===== config.mk =====
export PLATFORM = sky130hd
export DESIGN_NAME = cv_xif_result_arbiter
export DESIGN_NICKNAME = d
export VERILOG_FILES = /design/src/rtl/cv_xif_pkg.sv /design/src/rtl/cv_xif_rr_arbiter.sv /design/src/rtl/cv_xif_result_arbiter.sv
export SDC_FILE = /design/constraint.sdc
export NUM_CORES = 1
export LEC_CHECK = 0
export CAP_MARGIN = 40
export CORE_MARGIN = 10
export CORE_UTILIZATION = 46
export DETAILED_ROUTE_END_ITERATION = 7
export GPL_TIMING_DRIVEN = 0
export HOLD_SLACK_MARGIN = 0.06
export PLACE_DENSITY = 0.89
export SYNTH_ARGS = -nofsm -noshare
export SYNTH_HDL_FRONTEND = slang
export SYNTH_SLANG_ARGS = --single-unit

===== constraint.sdc =====
create_clock -name clk_i -period 3.75 [get_ports clk_i]
set_clock_uncertainty 0.2 [all_clocks]
set_input_delay 0.75 -clock clk_i [delete_from_list [all_inputs] [get_ports clk_i]]
set_output_delay 0.75 -clock clk_i [all_outputs]
set_load 0.005 [all_outputs]

===== src/rtl/cv_xif_pkg.sv =====
// Shared types for the CV-X-IF result arbiter: result payload, index width helper,
// and the decoupling-buffer occupancy encoding.
package cv_xif_pkg;

    typedef struct packed {
        logic [1:0]  hartid;
        logic [3:0]  id;
        logic [31:0] data;
        logic [4:0]  rd;
        logic        we;
        logic [2:0]  ecswe;
        logic [5:0]  ecsdata;
        logic        exc;
        logic [5:0]  exccode;
        logic        dbg;
        logic        err;
    } x_result_t;

    function automatic int idx_width(input int n);
        return (n > 1) ? $clog2(n) : 1;
    endfunction

    typedef enum logic [1:0] {EMPTY, ONE, TWO} occ_e;

endpackage


===== src/rtl/cv_xif_rr_arbiter.sv =====
// Combinational round-robin winner select: first valid requester at or above
// rr_ptr, wrapping back to 0.
module cv_xif_rr_arbiter #(
    parameter int NUM_COP = 2,
    parameter int IDX_W   = 1
) (
    input  logic [NUM_COP-1:0] valid,
    input  logic [IDX_W-1:0]   rr_ptr,
    output logic [IDX_W-1:0]   winner,
    output logic               any_valid
);

    logic found;

    always_comb begin
        winner    = '0;
        found     = 1'b0;
        any_valid = |valid;
        for (int k = 0; k < NUM_COP; k++) begin
            if (!found && valid[(int'(rr_ptr) + k) % NUM_COP]) begin
                winner = IDX_W'((int'(rr_ptr) + k) % NUM_COP);
                found  = 1'b1;
            end
        end
    end

endmodule


===== src/rtl/cv_xif_result_arbiter.sv =====
// Shares the CPU result port among NUM_COP coprocessors through a 2-entry buffer,
// so coprocessor ready never depends on the CPU's ready.
module cv_xif_result_arbiter
    import cv_xif_pkg::*;
#(
    parameter int  NUM_COP  = 2,
    parameter type result_t = logic [31:0],
    parameter int  IDX_W    = idx_width(NUM_COP)
) (
    input  logic               clk_i,
    input  logic               rst_ni,
    input  logic [NUM_COP-1:0] cop_result_valid_i,
    output logic [NUM_COP-1:0] cop_result_ready_o,
    input  result_t            cop_result_i [NUM_COP],
    output logic               cpu_result_valid_o,
    input  logic               cpu_result_ready_i,
    output result_t            cpu_result_o,
    output logic [IDX_W-1:0]   cpu_result_src_o
);

    occ_e             state;
    logic [IDX_W-1:0] rr_ptr, winner, rr_next;
    logic             any_valid, accept_en, push, pop;
    logic             wr_ptr, rd_ptr;
    result_t          mem_res [2];
    logic [IDX_W-1:0] mem_src [2];

    cv_xif_rr_arbiter #(.NUM_COP(NUM_COP), .IDX_W(IDX_W)) u_rr (
        .valid     (cop_result_valid_i),
        .rr_ptr    (rr_ptr),
        .winner    (winner),
        .any_valid (any_valid)
    );

    // accept_en comes from registered occupancy only, keeping cpu ready out of cop ready.
    assign accept_en = (state != TWO);
    assign push      = accept_en && any_valid;
    assign pop       = cpu_result_valid_o && cpu_result_ready_i;
    assign rr_next   = (winner == IDX_W'(NUM_COP - 1)) ? '0 : winner + 1'b1;

    always_comb begin
        cop_result_ready_o = '0;
        for (int i = 0; i < NUM_COP; i++)
            if (push && winner == IDX_W'(i)) cop_result_ready_o[i] = 1'b1;
    end

    assign cpu_result_valid_o = (state != EMPTY);
    assign cpu_result_o       = cpu_result_valid_o ? mem_res[rd_ptr] : result_t'('0);
    assign cpu_result_src_o   = cpu_result_valid_o ? mem_src[rd_ptr] : '0;

    always_ff @(posedge clk_i) begin
        if (push) begin
            mem_res[wr_ptr] <= cop_result_i[winner];
            mem_src[wr_ptr] <= winner;
        end
    end

    always_ff @(posedge clk_i or negedge rst_ni) begin
        if (!rst_ni) begin
            state  <= EMPTY;
            wr_ptr <= 1'b0;
            rd_ptr <= 1'b0;
            rr_ptr <= '0;
        end else begin
            if (push) begin
                wr_ptr <= ~wr_ptr;
                rr_ptr <= rr_next;
            end
            if (pop) rd_ptr <= ~rd_ptr;
            case (state)
                EMPTY: if (push) state <= ONE;
                ONE: begin
                    if (push && !pop)      state <= TWO;
                    else if (pop && !push) state <= EMPTY;
                end
                TWO:     if (pop) state <= ONE;
                default: state <= EMPTY;
            endcase
        end
    end

endmodule


# == Yosys cells after proc, flatten, opt, wreduce, memory -nomap -nowiden ==
# Memories as Yosys holds them, arrays and structs flattened.
# Index checks and enable logic that the tools add are counted.
# classes
add_sub_neg,2
n_reduce_logical,14
eq_ne,6
bitwise,5
mux,23
magnitude_cmp,3
# op_table
cell,n
32-bit 2-to-1 mux,4
1-bit 2-to-1 mux,14
2-bit 2-to-1 mux,4
1-bit logical AND,7
"2-bit != test, second input constant",3
2-bit one-hot mux with 3 select lines,1
1-bit logical NOT,3
"2-bit by 3-bit less-than comparator with 1-bit output, second input constant",1
"3-bit != test, second input constant",1
1-bit NOT,3
3-bit AND reduction,1
"1-bit adder, second input constant",2
"2-bit by 1-bit == test with 1-bit output, second input constant",1
"2-bit == test, second input constant",1
"2-bit >= comparator, second input constant",1
2-bit logical NOT,1
"1-bit by 2-bit less-than comparator with 1-bit output, second input constant",1
1-bit NOT with 2-bit output,1
2-bit nonzero test,1
2-bit OR reduction,1
"1-bit AND, first input constant",1
# word_totals
n_memories,2
mem_bits_rw,66
output_inout_bits,36
reg_bits,5
wordCells,59
in_bits,69
# memory_table
name,words,word_bits,read_ports,rd_ports_with_merged_regs,wr,line,rtl
mem_res,2,32,1,0,1,cv_xif_result_arbiter.sv:25,result_t mem_res [2];
mem_src,2,1,1,0,1,cv_xif_result_arbiter.sv:26,logic [IDX_W-1:0] mem_src [2];

# == Logic depth before layout (Yosys ltp) ==
# depth
ltp_word,11
ltp_mapped,4
mapped_depth_nobuf,4

# == Hierarchy ==
# From an unflattened synthesis, not the netlist that was laid out.
# hier_totals
cells_unflattened,202
hier_area_um2,3314.4
# modules_own_cells
mod,area_each_um2,n_inst,cells_each,seq_area_each_um2
cv_xif_result_arbiter,3296.9,1,199,2107.0
cv_xif_rr_arbiter,17.5,1,3,0.0

# == Worst setup path before layout ==
# No wires, ideal clock.
# synth_path
kind,in2reg
from,in cop_result_valid_i[0]
to,mem mem_res[0][0] in the netlist's numbering (enable)
t_arrival_ns,2.355
slack_ns,0.772
setup_ns,0.423
required_ns,3.127
n_path_buf,0
stages,3
cell_sequence,or2_2 -> nand2_1 -> nor2_1
# synth_via
elab_chain_cells,4
# synth_rtl
item,line,rtl
"start, declared",cv_xif_result_arbiter.sv:12,"input logic [NUM_COP-1:0] cop_result_valid_i,"
2-bit OR reduction,cv_xif_rr_arbiter.sv:18,any_valid = |valid;
1-bit logical AND,cv_xif_result_arbiter.sv:37,assign push = accept_en && any_valid;
1-bit 2-to-1 mux,cv_xif_result_arbiter.sv:52,if (push) begin
1-bit 2-to-1 mux (not written as such),cv_xif_result_arbiter.sv:53,mem_res[wr_ptr] <= cop_result_i[winner];
"end, declared",cv_xif_result_arbiter.sv:25,
# Every way passes these cells.

# == Final worst setup path ==
# layout_path
from,in cop_result_valid_i[1]
to,out cop_result_ready_o[1]
# layout_via
elab_chain_cells,8
elab_cells_between_ends,14
cone_classes,mux (9); reduce/logical (5)
# layout_rtl
item,line,rtl
1-bit 2-to-1 mux (not written as such) (2 in a row),cv_xif_rr_arbiter.sv:20,if (!found && valid[(int'(rr_ptr) + k) % NUM_COP]) begin
1-bit 2-to-1 mux,cv_xif_rr_arbiter.sv:20,
1-bit logical NOT,cv_xif_rr_arbiter.sv:20,
1-bit logical AND,cv_xif_rr_arbiter.sv:20,
1-bit 2-to-1 mux,cv_xif_rr_arbiter.sv:20,
1-bit logical AND *,cv_xif_result_arbiter.sv:44,if (push && winner == IDX_W'(i)) cop_result_ready_o[i] = 1'b1;
1-bit 2-to-1 mux *,cv_xif_result_arbiter.sv:44,
"end, declared",cv_xif_result_arbiter.sv:13,"output logic [NUM_COP-1:0] cop_result_ready_o,"
# Every way passes the cells marked *; elsewhere a longest branch is shown, timed or not. The select of a mux whose other input is x is not followed.

==> qor.yml <==
layout:
  drive_gt1_share_pct: 18.01
  stdcell_count: 418
  finish.instance_area_mm2: 0.004596
  final_core_util_pct: 67.27
  multi_input_area_mm2: 0.001072
  syn_to_final_growth_pct: 41.21
  num_antenna_cells: 0
  fillers: 495
  regArea_mm2: 0.002107
  nNetsFinal: 388
setup_path:
  cp.required_ns: 2.80
  critPathMaxFanout: 6
  critPathArrivalTime_ns: 2.04
  crit_family: "buffers and inverters"
  crit_buf_inv: 2
  end_kind: "output pin"
  cp_cell_sequence: "clkdlybuf4s50_1 -> and3_1 -> clkdlybuf4s50_1"
  start_kind: "input port"
  slowest_stage: "clkdlybuf4s50_1"
  max_stage_delay_ns: 0.60
  critPathKind: "in2out"
  critPathMostFrequentCell: "clkdlybuf4s50_1"
detailed_routing:
  first_pass_iters: 4
  drtIter0Drc: 41
  drc: 0
  ant_nets: 0
  dr_total_vias: 2022
  viasPerCell: 4.837
  wl_um: 7176
  wire_per_inst_um: 17.17
clocking:
  cts_buffer_depth: 2
  hold_buffers: 0
  cts_resized: 0
  cts_setup_buffers: 0
  clkTransAtPathRegs_ns: 0.07
  cts_sinks: 71
  htreeDepth: 3
  clockRootBuffer: "clkbuf_8"
  worstSkewPairLatency_ns: 0.33
  cts_tree: "yes"
  numCtsBuffers: 9
grt:
  grt_pass1_vias: 2297
  grt_overflow: 0
  antenna_found_initial: 0
  grt_pass1_wl_um: 11500
  grt_max_degree: 34
  grt_util_all_layers_pct: 13.42
yosys:
  synth_fa_ha_area_share_pct: 0
  yosysMostFrequentCell: "edfxtp_1"
  synth_area_leaders: "edfxtp_1, mux2_4, mux2i_1, nor2_1, dfrtp_1"
  ys_seq_elements: 71
  yosys-top-cells-count: "edfxtp_1, nor2_1, mux2i_1"
  synth_top_area_cell: "edfxtp_1"
  synth_cell_types: 22
  netlist_instances: 203
  syn_area_per_cell_um2: 16.03
  synth-xor-area-share_pct: 0.5383
  synth_edf_count: 66
  yosysTopAreaCellShare_pct: 60.90
  netlist_area_mm2: 0.003254
  synth-simple-area-share_pct: 6.267
  yosys_warnings: 0
  synthesis.nets: 272
  yosysSeqAreaShare_pct: 64.74
  synth.area.mux_share_pct: 24.88
  async_flop_share_pct: 7.042
  synth_top_family_by_area: "multiplexers"
  synth_ff_type: "edfxtp_1"
  synth_compound_area_share_pct: 0.9996
place:
  dp.cells: 404
  place_area_mm2: 0.004452
  numPortBuffers: 104
  routabilityCongestion: 0.7142
  place_ws_ns: 0.7567
  dp_hpwl_um: 5432
sta:
  period_needed_ns: 2.987
  slew_headroom_pct: 42.76
  maxSlewViolCount: 0
  setup_tns_ns: 0
  timing.final.crit_share_pct: 79.66
  worstMarginPinSlew_ns: 0.8586
  timing.final.ws_setup_ns: 0.7626
  rsz0062_at_grt: "no"
  max_freq_ghz: 0.3347
  finalSetupViolCount: 0
  hold_viol: 0
die:
  start_util_pct: 47.64
  die_h_um: 104.1
  ios: 105
  rows: 30
  die_x_um: 104.1
  core_area_mm2: 0.006832
  dieArea_mm2: 0.01084
pwr:
  p_per_area_mw_per_mm2: 628.0
  ir_worst_vdd_mv: 0.2644
  p_leak_nw: 1.816
run_status:
  status: "finished clean"
flow_run:
  cap_violations: 0
worst_hold_path:
  min_path_type: "reg2reg"
per-stage QoR:
stage | hold slack, ns | power (W)
2_1_floorplan | 0.2544 | 0.001837
3_3_place_gp | 0.2737 | 0.002384
3_5_place_dp | 0.3004 | 0.002452
4_1_cts | 0.3122 | 0.002936
5_1_grt | 0.3477 | 0.003071
6_report | 0.3089 | 0.002886
cell usage in the layout (no fill, tap or decap), types with 2 or more instances in the layout:
master | synthesis | final
a21oi_1 | 4 | 4
nor2_1 | 35 | 34
inv_1 | 2 | 2
mux2_4 | 29 | 29
clkbuf_1 | 0 | 2
nand2_1 | 3 | 3
mux2i_1 | 34 | 34
clkdlybuf4s50_1 | 0 | 104
clkinv_1 | 0 | 2
xnor2_1 | 2 | 2
edfxtp_1 | 66 | 66
buf_2 | 4 | 4
mux2_2 | 3 | 3
dfrtp_1 | 5 | 5
buf_6 | 3 | 3
clkbuf_8 | 0 | 9
buf_4 | 3 | 3
path summary, 6_finish.rpt:
check	from	endpoint	slack, ns	depth (start not counted)
worst max-delay path	cop_result_valid_i[1]	cop_result_ready_o[1]	0.76	3
worst max register to register	state[0]	mem_src[1]	1.71	2
max in group asynchronous	rst_ni	rd_ptr	2.72	1
worst min register to register	rr_ptr	rr_ptr	0.31	1
min in group asynchronous	rst_ni	rr_ptr	0.43	1
worst min-delay path	rr_ptr	rr_ptr	0.31	1
final cells by class:
cell class / count / area share (%)
buffer: 10 / 1.661
clock buffer: 11 / 2.859
clock inverter: 3 / 0.2723
inverter: 2 / 0.1634
multi-input combinational: 120 / 23.33
sequential: 71 / 45.85
tap: 96 / 2.614
timing repair buffer: 105 / 23.25
power by group:
group | internal [W] | switching, W | leakage [nW]
combinational | 0.000654 | 0.000534 | 1.05
sequential | 0.00116 | 0.0000656 | 0.689
clock | 0.000227 | 0.000247 | 0.0741
per-layer routing:
layer  GRT usage, %  vias up  wire length, µm
met5              0        -                0
met4          3.280        0               34
met2          24.28       73             3819
met1          13.52      964             2750
met3          6.382        4              572
li1               -      981                -
flip-flops by register name (all words and copies together), names as in the netlist:
signal / count
wr_ptr: 1
state: 2
mem_src: 2
rr_ptr: 1
rd_ptr: 1
mem_res: 64
worst register-to-register path, cell delays in order, from the launching register on:
cell and delay (ns):
dfrtp_1 0.40, nand2b_1 0.26, and3_2 0.80
kinds of logic after synthesis:
kind of cell              Yosys count
DFF                                71
muxes                              66
AOI/OAI and AO/OA                   6
buffers and inverters              12
and+or+nand+nor                    46
xor gates and xnor gates            2
No activity file was read; power rests on OpenSTA's default activity.
